--- src/rtl/fetch_stage_if.sv ---
// rtl/fetch_stage_if.sv - decode and instruction-memory handshake bundle for fetch_stage
// FETCH_ALIGN_CHECK_EN adds instr_misaligned_o to the bundle.
interface fetch_stage_if;
  logic        stall_i;
  logic        redirect_valid_i;
  logic [31:0] redirect_pc_i;
  logic        imem_req_o;
  logic [31:0] imem_addr_o;
  logic        imem_ready_i;
  logic        imem_valid_i;
  logic [31:0] imem_data_i;
  logic        instr_valid_o;
  logic [31:0] instr_o;
  logic [31:0] pc_o;
`ifdef FETCH_ALIGN_CHECK_EN
  logic        instr_misaligned_o;

  modport master (
    input  stall_i, redirect_valid_i, redirect_pc_i, imem_ready_i, imem_valid_i, imem_data_i,
    output imem_req_o, imem_addr_o, instr_valid_o, instr_o, pc_o, instr_misaligned_o
  );
  modport slave (
    output stall_i, redirect_valid_i, redirect_pc_i, imem_ready_i, imem_valid_i, imem_data_i,
    input  imem_req_o, imem_addr_o, instr_valid_o, instr_o, pc_o, instr_misaligned_o
  );
`else
  modport master (
    input  stall_i, redirect_valid_i, redirect_pc_i, imem_ready_i, imem_valid_i, imem_data_i,
    output imem_req_o, imem_addr_o, instr_valid_o, instr_o, pc_o
  );
  modport slave (
    output stall_i, redirect_valid_i, redirect_pc_i, imem_ready_i, imem_valid_i, imem_data_i,
    input  imem_req_o, imem_addr_o, instr_valid_o, instr_o, pc_o
  );
`endif
endinterface

--- src/rtl/fetch_stage.sv ---
// rtl/fetch_stage.sv - instruction fetch stage: PC, in-order imem reads, instruction buffer, redirect flush
// FETCH_ALIGN_CHECK_EN enables the misaligned-redirect trap entry and instr_misaligned_o.
module fetch_stage #(
  parameter logic [31:0] RESET_PC    = 32'h0000_0000,
  parameter int          FETCH_DEPTH = 2
) (
  input  logic          clk_i,
  input  logic          rsn_i,
  fetch_stage_if.master bus
);
  localparam int AW = $clog2(FETCH_DEPTH);
  localparam int PW = AW + 1;
  localparam logic [31:0]   NOP     = 32'h0000_0013;
  localparam logic [PW-1:0] ONE     = PW'(1);
  localparam logic [PW:0]   DEPTH_W = (PW+1)'(FETCH_DEPTH);

  typedef enum logic {S_RESET = 1'b0, S_RUN = 1'b1} state_t;
  state_t state, state_next;

  logic [31:0]   fetch_pc, pc_hold, target, head_instr, head_pc;
  logic [31:0]   pc_mem   [FETCH_DEPTH];
  logic [31:0]   data_mem [FETCH_DEPTH];
  logic [PW-1:0] alloc_ptr, fill_ptr, rd_ptr, drop_cnt;
  logic [PW-1:0] outstanding, occupancy, inflight;
  logic [PW:0]   slots;
  logic          run, redirect, redirect_misaligned, req, accept;
  logic          resp_live, resp_drop, buf_valid, out_valid, pop, pop_buf;
  logic          halt, misalign_pend;

  always_ff @(posedge clk_i) begin
    if (rsn_i) state <= S_RESET;
    else       state <= state_next;
  end

  always_comb begin
    state_next = state;
    case (state)
      S_RESET: state_next = S_RUN;
      default: state_next = S_RUN;
    endcase
  end

  always_comb begin
    run = (state == S_RUN);
  end

`ifdef FETCH_ALIGN_CHECK_EN
  assign target                 = bus.redirect_pc_i;
  assign redirect_misaligned    = redirect & (|bus.redirect_pc_i[1:0]);
  assign bus.instr_misaligned_o = misalign_pend;
`else
  assign target              = bus.redirect_pc_i & ~32'h3;
  assign redirect_misaligned = 1'b0;
`endif

  // Slots are reserved at accept time (alloc_ptr) and filled in order by live responses.
  assign outstanding = alloc_ptr - fill_ptr;
  assign occupancy   = alloc_ptr - rd_ptr;
  assign inflight    = drop_cnt + outstanding;
  assign buf_valid   = (fill_ptr != rd_ptr);
  assign out_valid   = buf_valid | misalign_pend;
  assign redirect    = run & bus.redirect_valid_i;
  assign pop         = out_valid & ~bus.stall_i & ~redirect;
  assign pop_buf     = pop & buf_valid;
  // Old-stream responses still count against capacity so drop never exceeds FETCH_DEPTH.
  assign slots       = {1'b0, occupancy} + {1'b0, drop_cnt} - {{PW{1'b0}}, pop_buf};
  assign req         = run & ~redirect & ~halt & (slots < DEPTH_W);
  assign accept      = req & bus.imem_ready_i;
  assign resp_live   = run & bus.imem_valid_i & (drop_cnt == '0) & (outstanding != '0);
  assign resp_drop   = run & bus.imem_valid_i & (drop_cnt != '0);

  always_ff @(posedge clk_i) begin
    if (rsn_i) begin
      alloc_ptr     <= '0;
      fill_ptr      <= '0;
      rd_ptr        <= '0;
      drop_cnt      <= '0;
      fetch_pc      <= RESET_PC;
      pc_hold       <= RESET_PC;
      halt          <= 1'b0;
      misalign_pend <= 1'b0;
    end else if (redirect) begin
      fetch_pc      <= target;
      alloc_ptr     <= '0;
      fill_ptr      <= '0;
      rd_ptr        <= '0;
      drop_cnt      <= (bus.imem_valid_i && inflight != '0) ? inflight - ONE : inflight;
      halt          <= redirect_misaligned;
      misalign_pend <= redirect_misaligned;
      if (out_valid) pc_hold <= head_pc;
    end else begin
      if (accept) begin
        alloc_ptr <= alloc_ptr + ONE;
        fetch_pc  <= fetch_pc + 32'd4;
      end
      if (resp_live) fill_ptr <= fill_ptr + ONE;
      if (resp_drop) drop_cnt <= drop_cnt - ONE;
      if (pop_buf)   rd_ptr   <= rd_ptr + ONE;
      if (pop)       misalign_pend <= 1'b0;
      if (out_valid) pc_hold  <= head_pc;
    end
  end

  always_ff @(posedge clk_i) begin
    if (accept)    pc_mem[alloc_ptr[AW-1:0]]  <= fetch_pc;
    if (resp_live) data_mem[fill_ptr[AW-1:0]] <= bus.imem_data_i;
  end

  always_comb begin
    head_instr = NOP;
    head_pc    = pc_hold;
    if (misalign_pend) begin
      head_pc = fetch_pc;
    end else if (buf_valid) begin
      head_instr = data_mem[rd_ptr[AW-1:0]];
      head_pc    = pc_mem[rd_ptr[AW-1:0]];
    end
  end

  assign bus.imem_req_o    = req;
  assign bus.imem_addr_o   = fetch_pc;
  assign bus.instr_valid_o = out_valid;
  assign bus.instr_o       = head_instr;
  assign bus.pc_o          = head_pc;
endmodule

--- src/flat_wrapper.sv ---
// flat-port wrapper written by rule: the top's interface ports become plain ports
module fetch_stage_flat 
#(
  parameter logic [31:0] RESET_PC    = 32'h0000_0000,
  parameter int          FETCH_DEPTH = 2
)
  (clk_i, rsn_i, bus_stall_i, bus_redirect_valid_i, bus_redirect_pc_i, bus_imem_ready_i, bus_imem_valid_i, bus_imem_data_i, bus_imem_req_o, bus_imem_addr_o, bus_instr_valid_o, bus_instr_o, bus_pc_o);
  fetch_stage_if bus_i ();
  input  logic clk_i;
  input  logic rsn_i;
  input wire logic [$bits(bus_i.stall_i)-1:0] bus_stall_i;
  input wire logic [$bits(bus_i.redirect_valid_i)-1:0] bus_redirect_valid_i;
  input wire logic [$bits(bus_i.redirect_pc_i)-1:0] bus_redirect_pc_i;
  input wire logic [$bits(bus_i.imem_ready_i)-1:0] bus_imem_ready_i;
  input wire logic [$bits(bus_i.imem_valid_i)-1:0] bus_imem_valid_i;
  input wire logic [$bits(bus_i.imem_data_i)-1:0] bus_imem_data_i;
  output wire logic [$bits(bus_i.imem_req_o)-1:0] bus_imem_req_o;
  output wire logic [$bits(bus_i.imem_addr_o)-1:0] bus_imem_addr_o;
  output wire logic [$bits(bus_i.instr_valid_o)-1:0] bus_instr_valid_o;
  output wire logic [$bits(bus_i.instr_o)-1:0] bus_instr_o;
  output wire logic [$bits(bus_i.pc_o)-1:0] bus_pc_o;
  assign bus_i.stall_i = bus_stall_i;
  assign bus_i.redirect_valid_i = bus_redirect_valid_i;
  assign bus_i.redirect_pc_i = bus_redirect_pc_i;
  assign bus_i.imem_ready_i = bus_imem_ready_i;
  assign bus_i.imem_valid_i = bus_imem_valid_i;
  assign bus_i.imem_data_i = bus_imem_data_i;
  assign bus_imem_req_o = bus_i.imem_req_o;
  assign bus_imem_addr_o = bus_i.imem_addr_o;
  assign bus_instr_valid_o = bus_i.instr_valid_o;
  assign bus_instr_o = bus_i.instr_o;
  assign bus_pc_o = bus_i.pc_o;
  fetch_stage #(.RESET_PC(RESET_PC), .FETCH_DEPTH(FETCH_DEPTH)) u_core (.clk_i(clk_i), .rsn_i(rsn_i), .bus(bus_i));
endmodule
--- config.mk ---
export PLATFORM = sky130hd
export DESIGN_NAME = fetch_stage_flat
export DESIGN_NICKNAME = d
export VERILOG_FILES = /design/src/rtl/fetch_stage_if.sv /design/src/rtl/fetch_stage.sv /design/src/flat_wrapper.sv
export SDC_FILE = /design/constraint.sdc
export NUM_CORES = 1
export LEC_CHECK = 0
export CORE_ASPECT_RATIO = 1.4
export CORE_MARGIN = 4
export CORE_UTILIZATION = 57
export CTS_BUF_LIST = sky130_fd_sc_hd__clkbuf_4 sky130_fd_sc_hd__clkbuf_8
export CTS_CLUSTER_SIZE = 25
export DETAILED_ROUTE_END_ITERATION = 6
export GPL_TIMING_DRIVEN = 0
export HOLD_SLACK_MARGIN = 0.03
export PLACE_DENSITY = 0.88
export SLEW_MARGIN = 25
export SYNTH_ARGS = -nofsm -noshare
export SYNTH_HDL_FRONTEND = slang
export SYNTH_SLANG_ARGS = --single-unit
--- constraint.sdc ---
create_clock -name clk_i -period 12.7 [get_ports clk_i]
set_clock_uncertainty 0.2 [all_clocks]
set_input_delay 3.81 -clock clk_i [delete_from_list [all_inputs] [get_ports clk_i]]
set_output_delay 3.81 -clock clk_i [all_outputs]
set_load 0.005 [all_outputs]
==> flow_summary.yaml, run 1 <==
synthesis:
  ys_ff_latch: 196
  synth_top_flop_cell: "edfxtp_1"
  ys_types: 53
  async_reset_ff_share_pct: 0
  syn_inst: 660
  synth_edf_count: 124
  syn_area_per_cell_um2: 12.2
  yosys_warnings: 0
  syn-cell-area_um2: 8070
  synth_seq_area_share_pct: 64.0
timing:
  fmax_mhz: 89.3
  rsz0062_at_grt: "false"
  whs_ns: 0.343
  tightestPinTransition_ns: 0.910
  finalCritPeriodShare_pct: 88.2
  slew_headroom_pct: 38.5
  slew_violations: 0
  period_needed_ns: 11.20
  timing.final.hold_violations: 0
  fin_tns_setup_ns: 0
  setup_viol: 0
run_status:
  status: "complete, no violations"
setup_path:
  rr_worst_depth: 11
  critPathArrivalTime_ns: 7.19
  critical_path.max_fanout: 7
  cp_top_family: "buffers and inverters"
  critical_path_class: "input port to output pin"
  cp_slowest_cell: "clkdlybuf4s50_1"
  worst_setup_path_start_kind: "input port"
  cpMostUsedCell: "clkdlybuf4s50_1"
  slowest_delay_ns: 0.52
  cp-end-kind: "output pin"
  path_buf_inv: 3
  cp_num_cells: 10
  path_cells: "clkdlybuf4s50_1 -> and2_1 -> clkbuf_1 -> nor3_1 -> ha_1 -> or2_2 -> fa_1 -> xor2_1 -> and4b_1 -> clkdlybuf4s50_1"
  critical_path_required_ns: 8.69
route:
  route.detailed.drc: 0
  vias: 5999
  antenna_left: 0
  vias_per_cell: 5.75
  drt_iter0_drc: 331
  drt_first_pass_iters: 5
  wl_per_cell_um: 20.1
  wl_mm: 21.0
grt:
  grt_max_degree: 34
  grt_pass1_vias: 6196
  grt_pass1_wl_mm: 32.3
  grt_antenna_before_repair: 0
  grt_usage_pct: 26.4
  gr-total-overflow: 0
final_layout:
  drive_gt1_share_pct: 5.83
  layout_common_cells: "clkdlybuf4s50_1 (162), edfxtp_1 (124), dfxtp_1 (72), mux2i_1 (63), nor2_1 (58)"
  final_area_um2: 10400
  final_common_cell: "clkdlybuf4s50_1"
  area_growth_pct: 29.2
  antenna_cells: 0
  layout.nets: 924
  final.fill_count: 927
clock_tree:
  clkTransAtPathRegs_ns: 0.10
  cts_max_path_buffers: 2
  cts_made_buffers: 17
  cts_setup_buffers: 0
  cts_tree: "yes"
  cts_max_level: 4
  hold_buffers: 0
  clkLatencyLatePin_ns: 0.46
  cts_resized: 0
  cts_sinks: 196
  root_buffer: "clkbuf_8"
floorplan:
  core_area_um2: 13900
  initial_utilization_pct: 58.0
  rows: 51
  ioPinCount: 168
  die_x_um: 109
  dieArea_um2: 16100
  die_y_um: 149
power_and_ir_drop:
  fin_total_pwr_mw: 1.22
  clock_power_share_pct: 33.3
  p_per_area_nw_per_um2: 117
  ir_drop_mv: 0.0780
  cell_internal_pwr_mw: 0.929
  switching_share_pct: 23.8
  p_comb_share_pct: 8.5
  p_leak_nw: 3.38
  p_switching_mw: 0.290
  seq_power_share_pct: 58.2
min_path:
  min_path_cells: 0
  hold_path_class: "register to register"
placement:
  hpwl_mm: 15.5
  place_congestion: 0.881
  numPortBuffers: 162
  placed_area_um2: 10000
job:
  maxCapViolations: 0
[kinds of logic after synthesis]
logic type	after synthesis	share of synthesized area, %
flip-flops	196	64.0
other	1	0.0465
adder cells (fa/ha/maj)	9	1.49
AND/OR/NAND/NOR	213	13.4
buffers and inverters	49	2.51
AO/OA/AOI/OAI	99	7.29
XOR/XNOR	29	3.32
multiplexers	64	7.96
[metal layers]
| layer | GRT usage (%) | wire length [um] |
|---|---|---|
| met5 | 0 | 0 |
| met2 | 48.0 | 11300 |
| met3 | 5.20 | 1400 |
| met4 | 10.7 | 604 |
| met1 | 29.9 | 7700 |
[registers in the layout (all words and copies together), names as in the netlist, 2 cells and up, named ones only]
register	count
u_core.rd_ptr	2
u_core.drop_cnt	2
u_core.alloc_ptr	2
u_core.data_mem	64
u_core.fill_ptr	2
u_core.bus.imem_addr_o	30
u_core.pc_mem	60
u_core.pc_hold	32
[cell usage after synthesis, drive strengths merged (3+ instances only)]
cell,n,share of area (%)
a21oi,14,0.87
o21ai,53,3.3
edfxtp,124,46
nand3,6,0.37
buf,14,0.88
o311ai,3,0.33
dfxtp,72,18
a31oi,4,0.31
a211oi,8,0.74
and4,4,0.45
nor2,60,2.8
xnor2,22,2.4
a311oi,4,0.43
or3,4,0.31
nand2,53,2.5
nor3,11,0.68
or2,3,0.23
xor2,6,0.65
a22oi,4,0.37
mux2i,63,7.8
and2,37,2.9
ha,8,1.2
nor4,10,0.78
clkbuf,23,1.1
nand4,10,0.96
and3,4,0.31
inv,12,0.56
[worst paths after layout]
kind | startpoint | endpoint | slack (ns)
worst max-delay path | bus_redirect_valid_i | bus_imem_req_o | 1.50
worst min-delay path | u_core.bus.imem_addr_o[17] | u_core.pc_mem[0][17] | 0.34
worst max register to register | u_core.fill_ptr[0] | u_core.pc_mem[1][10] | 7.96
worst min register to register | u_core.bus.imem_addr_o[17] | u_core.pc_mem[0][17] | 0.34
[power by group through the flow]
stage	combinational, mW	clock (mW)	sequential [mW]
floorplan	0.0420	0	0.719
global placement	0.0968	0	0.722
detailed placement	0.103	0	0.723
CTS	0.104	0.411	0.708
global route	0.112	0.438	0.711
finish	0.104	0.406	0.709
[worst reg2reg max path: cells and delay by family, from the launching register on]
family,cells,cell delay [ns]
and+or+nand+nor,5,1.69
DFF,1,0.50
buffers and inverters,2,0.71
adders and majority gates,2,0.71
xor gates and xnor gates,2,0.61
[stage by stage]
step | setup WS [ns] | utilization, % | std cells
2_1_floorplan | 2.89 | - | 661
4_1_cts | 1.55 | 74.9 | 1043
3_5_place_dp | 1.56 | 72.0 | 1011
5_1_grt | 1.41 | 74.9 | 1043
6_report | 1.50 | 74.9 | 1043
3_3_place_gp | 1.61 | 71.3 | 1008
[area by class of cell]
| cell class | count | area [um2] | share of cell area, % |
|---|---|---|---|
| inverter | 12 | 45.0 | 0.432 |
| clock buffer | 17 | 234 | 2.24 |
| multi-input combinational | 416 | 2730 | 26.2 |
| timing repair buffer | 165 | 1700 | 16.3 |
| tap | 185 | 231 | 2.22 |
| clock inverter | 15 | 169 | 1.62 |
| sequential | 196 | 5160 | 49.5 |
| buffer | 37 | 158 | 1.51 |
(Power assumes the default switching activity.)
==> run 2: changes to the inputs <==
--- a/config.mk
+++ b/config.mk
@@ -7,14 +7,13 @@
 export LEC_CHECK = 0
 export CORE_ASPECT_RATIO = 1.4
 export CORE_MARGIN = 4
-export CORE_UTILIZATION = 57
+export CORE_UTILIZATION = 53
 export CTS_BUF_LIST = sky130_fd_sc_hd__clkbuf_4 sky130_fd_sc_hd__clkbuf_8
 export CTS_CLUSTER_SIZE = 25
 export DETAILED_ROUTE_END_ITERATION = 6
 export GPL_TIMING_DRIVEN = 0
 export HOLD_SLACK_MARGIN = 0.03
-export PLACE_DENSITY = 0.88
-export SLEW_MARGIN = 25
+export PLACE_DENSITY = 0.82
 export SYNTH_ARGS = -nofsm -noshare
 export SYNTH_HDL_FRONTEND = slang
 export SYNTH_SLANG_ARGS = --single-unit
==> constraint.sdc (replaced) <==
create_clock -name clk_i -period 11.2 [get_ports clk_i]
set_clock_uncertainty 0.2 [all_clocks]
set_input_delay 3.36 -clock clk_i [delete_from_list [all_inputs] [get_ports clk_i]]
set_output_delay 3.36 -clock clk_i [all_outputs]
set_load 0.005 [all_outputs]
==> flow_summary.yaml, run 2 (same netlist as run 1, synthesis figures left out) <==
run_status:
  status: "complete, no violations"
clock_tree:
  cts_max_path_buffers: 2
  root_buffer: "clkbuf_8"
  hold_buffers: 0
  clkLatencyLatePin_ns: 0.46
  cts_resized: 0
  cts_max_level: 4
  cts_setup_buffers: 0
  clkTransAtPathRegs_ns: 0.09
  cts_made_buffers: 17
  cts_sinks: 196
  cts_tree: "yes"
placement:
  hpwl_mm: 14.9
  dp_cells: 1015
  place_congestion: 0.897
  numPortBuffers: 162
timing:
  slew_violations: 0
  tightestPinTransition_ns: 0.978
  period_needed_ns: 10.25
  rsz0062_at_grt: "false"
  slew_headroom_pct: 34.7
  fin_tns_setup_ns: 0
  fmax_mhz: 97.5
  timing.final.hold_violations: 0
  finalCritPeriodShare_pct: 91.6
  setup_viol: 0
power_and_ir_drop:
  p_switching_mw: 0.337
  ir_drop_mv: 0.104
  p_leak_nw: 3.35
  switching_share_pct: 24.6
  clock_power_share_pct: 32.8
  p_comb_share_pct: 8.4
  cell_internal_pwr_mw: 1.03
  p_per_area_nw_per_um2: 132
  seq_power_share_pct: 58.7
final_layout:
  antenna_cells: 0
  layout.nets: 921
  largest_register_ffs: 64
  drive_gt1_share_pct: 5.61
  area_growth_pct: 28.4
  layout_common_cells: "clkdlybuf4s50_1 (162), edfxtp_1 (124), dfxtp_1 (72), mux2i_1 (63), nor2_1 (58)"
  final_cells: 1047
  final_common_cell: "clkdlybuf4s50_1"
grt:
  grt_usage_pct: 23.6
  grt_pass1_vias: 6101
  grt_antenna_before_repair: 0
  grt_max_degree: 34
  gr-total-overflow: 0
  grt_pass1_wl_mm: 32.2
floorplan:
  rows: 53
  die_x_um: 112
  core_area_um2: 15000
  initial_utilization_pct: 53.8
  die_y_um: 154
  ioPinCount: 168
  dieArea_um2: 17300
setup_path:
  rr_worst_depth: 10
  critical_path_required_ns: 7.64
  cp_num_cells: 10
  rrSetupSlack_ns: 6.26
  critPathArrivalTime_ns: 6.69
  path_buf_inv: 3
  path_cells: "clkdlybuf4s50_1 -> and2_1 -> clkbuf_1 -> nor3_1 -> ha_1 -> or2_2 -> fa_1 -> xor2_1 -> and4b_1 -> clkdlybuf4s50_1"
  cpMostUsedCell: "clkdlybuf4s50_1"
  cp_top_family: "buffers and inverters"
  reg2reg_to: "u_core.pc_mem[1][10]"
  startpoint: "bus_redirect_valid_i"
  cp-end-kind: "output pin"
  critical_path.max_fanout: 7
  r2r-start: "u_core.fill_ptr[0]"
  critical_path_class: "input port to output pin"
  worst_setup_path_start_kind: "input port"
  slowest_delay_ns: 0.50
  cp_slowest_cell: "clkdlybuf4s50_1"
  endpoint: "bus_imem_req_o"
route:
  drt_first_pass_iters: 5
  vias: 5929
  route.detailed.drc: 0
  antenna_left: 0
  vias_per_cell: 5.66
  drt_iter0_drc: 487
  wl_mm: 20.2
  wl_per_cell_um: 19.3
job:
  maxCapViolations: 0
min_path:
  hold_path_class: "register to register"
  min_path_cells: 0
[run 2: routing by layer]
layer | share of wire, % | routed length (um) | vias to the layer above | track usage (%)
met5 | 0 | 0 | - | 0
met4 | 2.9 | 591 | 0 | 8.48
met3 | 6.0 | 1210 | 52 | 4.06
met2 | 53 | 10700 | 283 | 42.5
met1 | 38 | 7670 | 2840 | 28.2
li1 | - | - | 2754 | -
[run 2: final cells by class]
type | count | area [um2]
clock inverter | 15 | 168
tap | 192 | 240
clock buffer | 17 | 234
timing repair buffer | 162 | 1620
inverter | 12 | 45.0
buffer | 37 | 158
multi-input combinational | 416 | 2730
fill | 1091 | 4630
sequential | 196 | 5160
[run 2: per-stage QoR]
stage	area, um2	hold slack [ns]	util [%]	power (mW)	worst slack, ns
3_5_place_dp	9960	0.325	66.4	0.935	0.959
3_3_place_gp	9930	0.325	66.3	0.929	0.961
4_1_cts	10400	0.332	69.1	1.37	0.946
2_1_floorplan	8070	0.288	-	0.863	2.29
6_report	10400	0.339	69.1	1.37	0.945
5_1_grt	10400	0.345	69.1	1.42	0.717
[run 2: worst min path at each step]
| stage | start | endpoint | slack, ns |
|---|---|---|---|
| final | u_core.bus.imem_addr_o[7] | u_core.pc_mem[1][7] | 0.34 |
| after global routing | u_core.bus.imem_addr_o[7] | u_core.pc_mem[1][7] | 0.35 |
| after CTS | u_core.bus.imem_addr_o[7] | u_core.pc_mem[1][7] | 0.33 |
| after detailed placement | u_core.bus.imem_addr_o[7] | u_core.pc_mem[1][7] | 0.33 |
| after global placement | u_core.bus.imem_addr_o[6] | u_core.pc_mem[0][6] | 0.32 |
| after floorplan | u_core.bus.imem_addr_o[31] | u_core.pc_mem[0][31] | 0.29 |
[run 2: power groups by stage]
stage / Combinational, mW / Clock, mW / Sequential (mW)
floorplan: 0.0476 / 0 / 0.815
global placement: 0.110 / 0 / 0.819
detailed placement: 0.114 / 0 / 0.820
CTS: 0.115 / 0.454 / 0.804
global route: 0.126 / 0.488 / 0.807
finish: 0.115 / 0.450 / 0.805
==> run 3: changes to the inputs <==
--- a/config.mk
+++ b/config.mk
@@ -12,7 +12,6 @@
 export CTS_CLUSTER_SIZE = 25
 export DETAILED_ROUTE_END_ITERATION = 6
 export GPL_TIMING_DRIVEN = 0
-export HOLD_SLACK_MARGIN = 0.03
 export PLACE_DENSITY = 0.82
 export SYNTH_ARGS = -nofsm -noshare
 export SYNTH_HDL_FRONTEND = slang
==> results of run 3 <==
Final layout, timing and power as in run 2 (identical DEF).
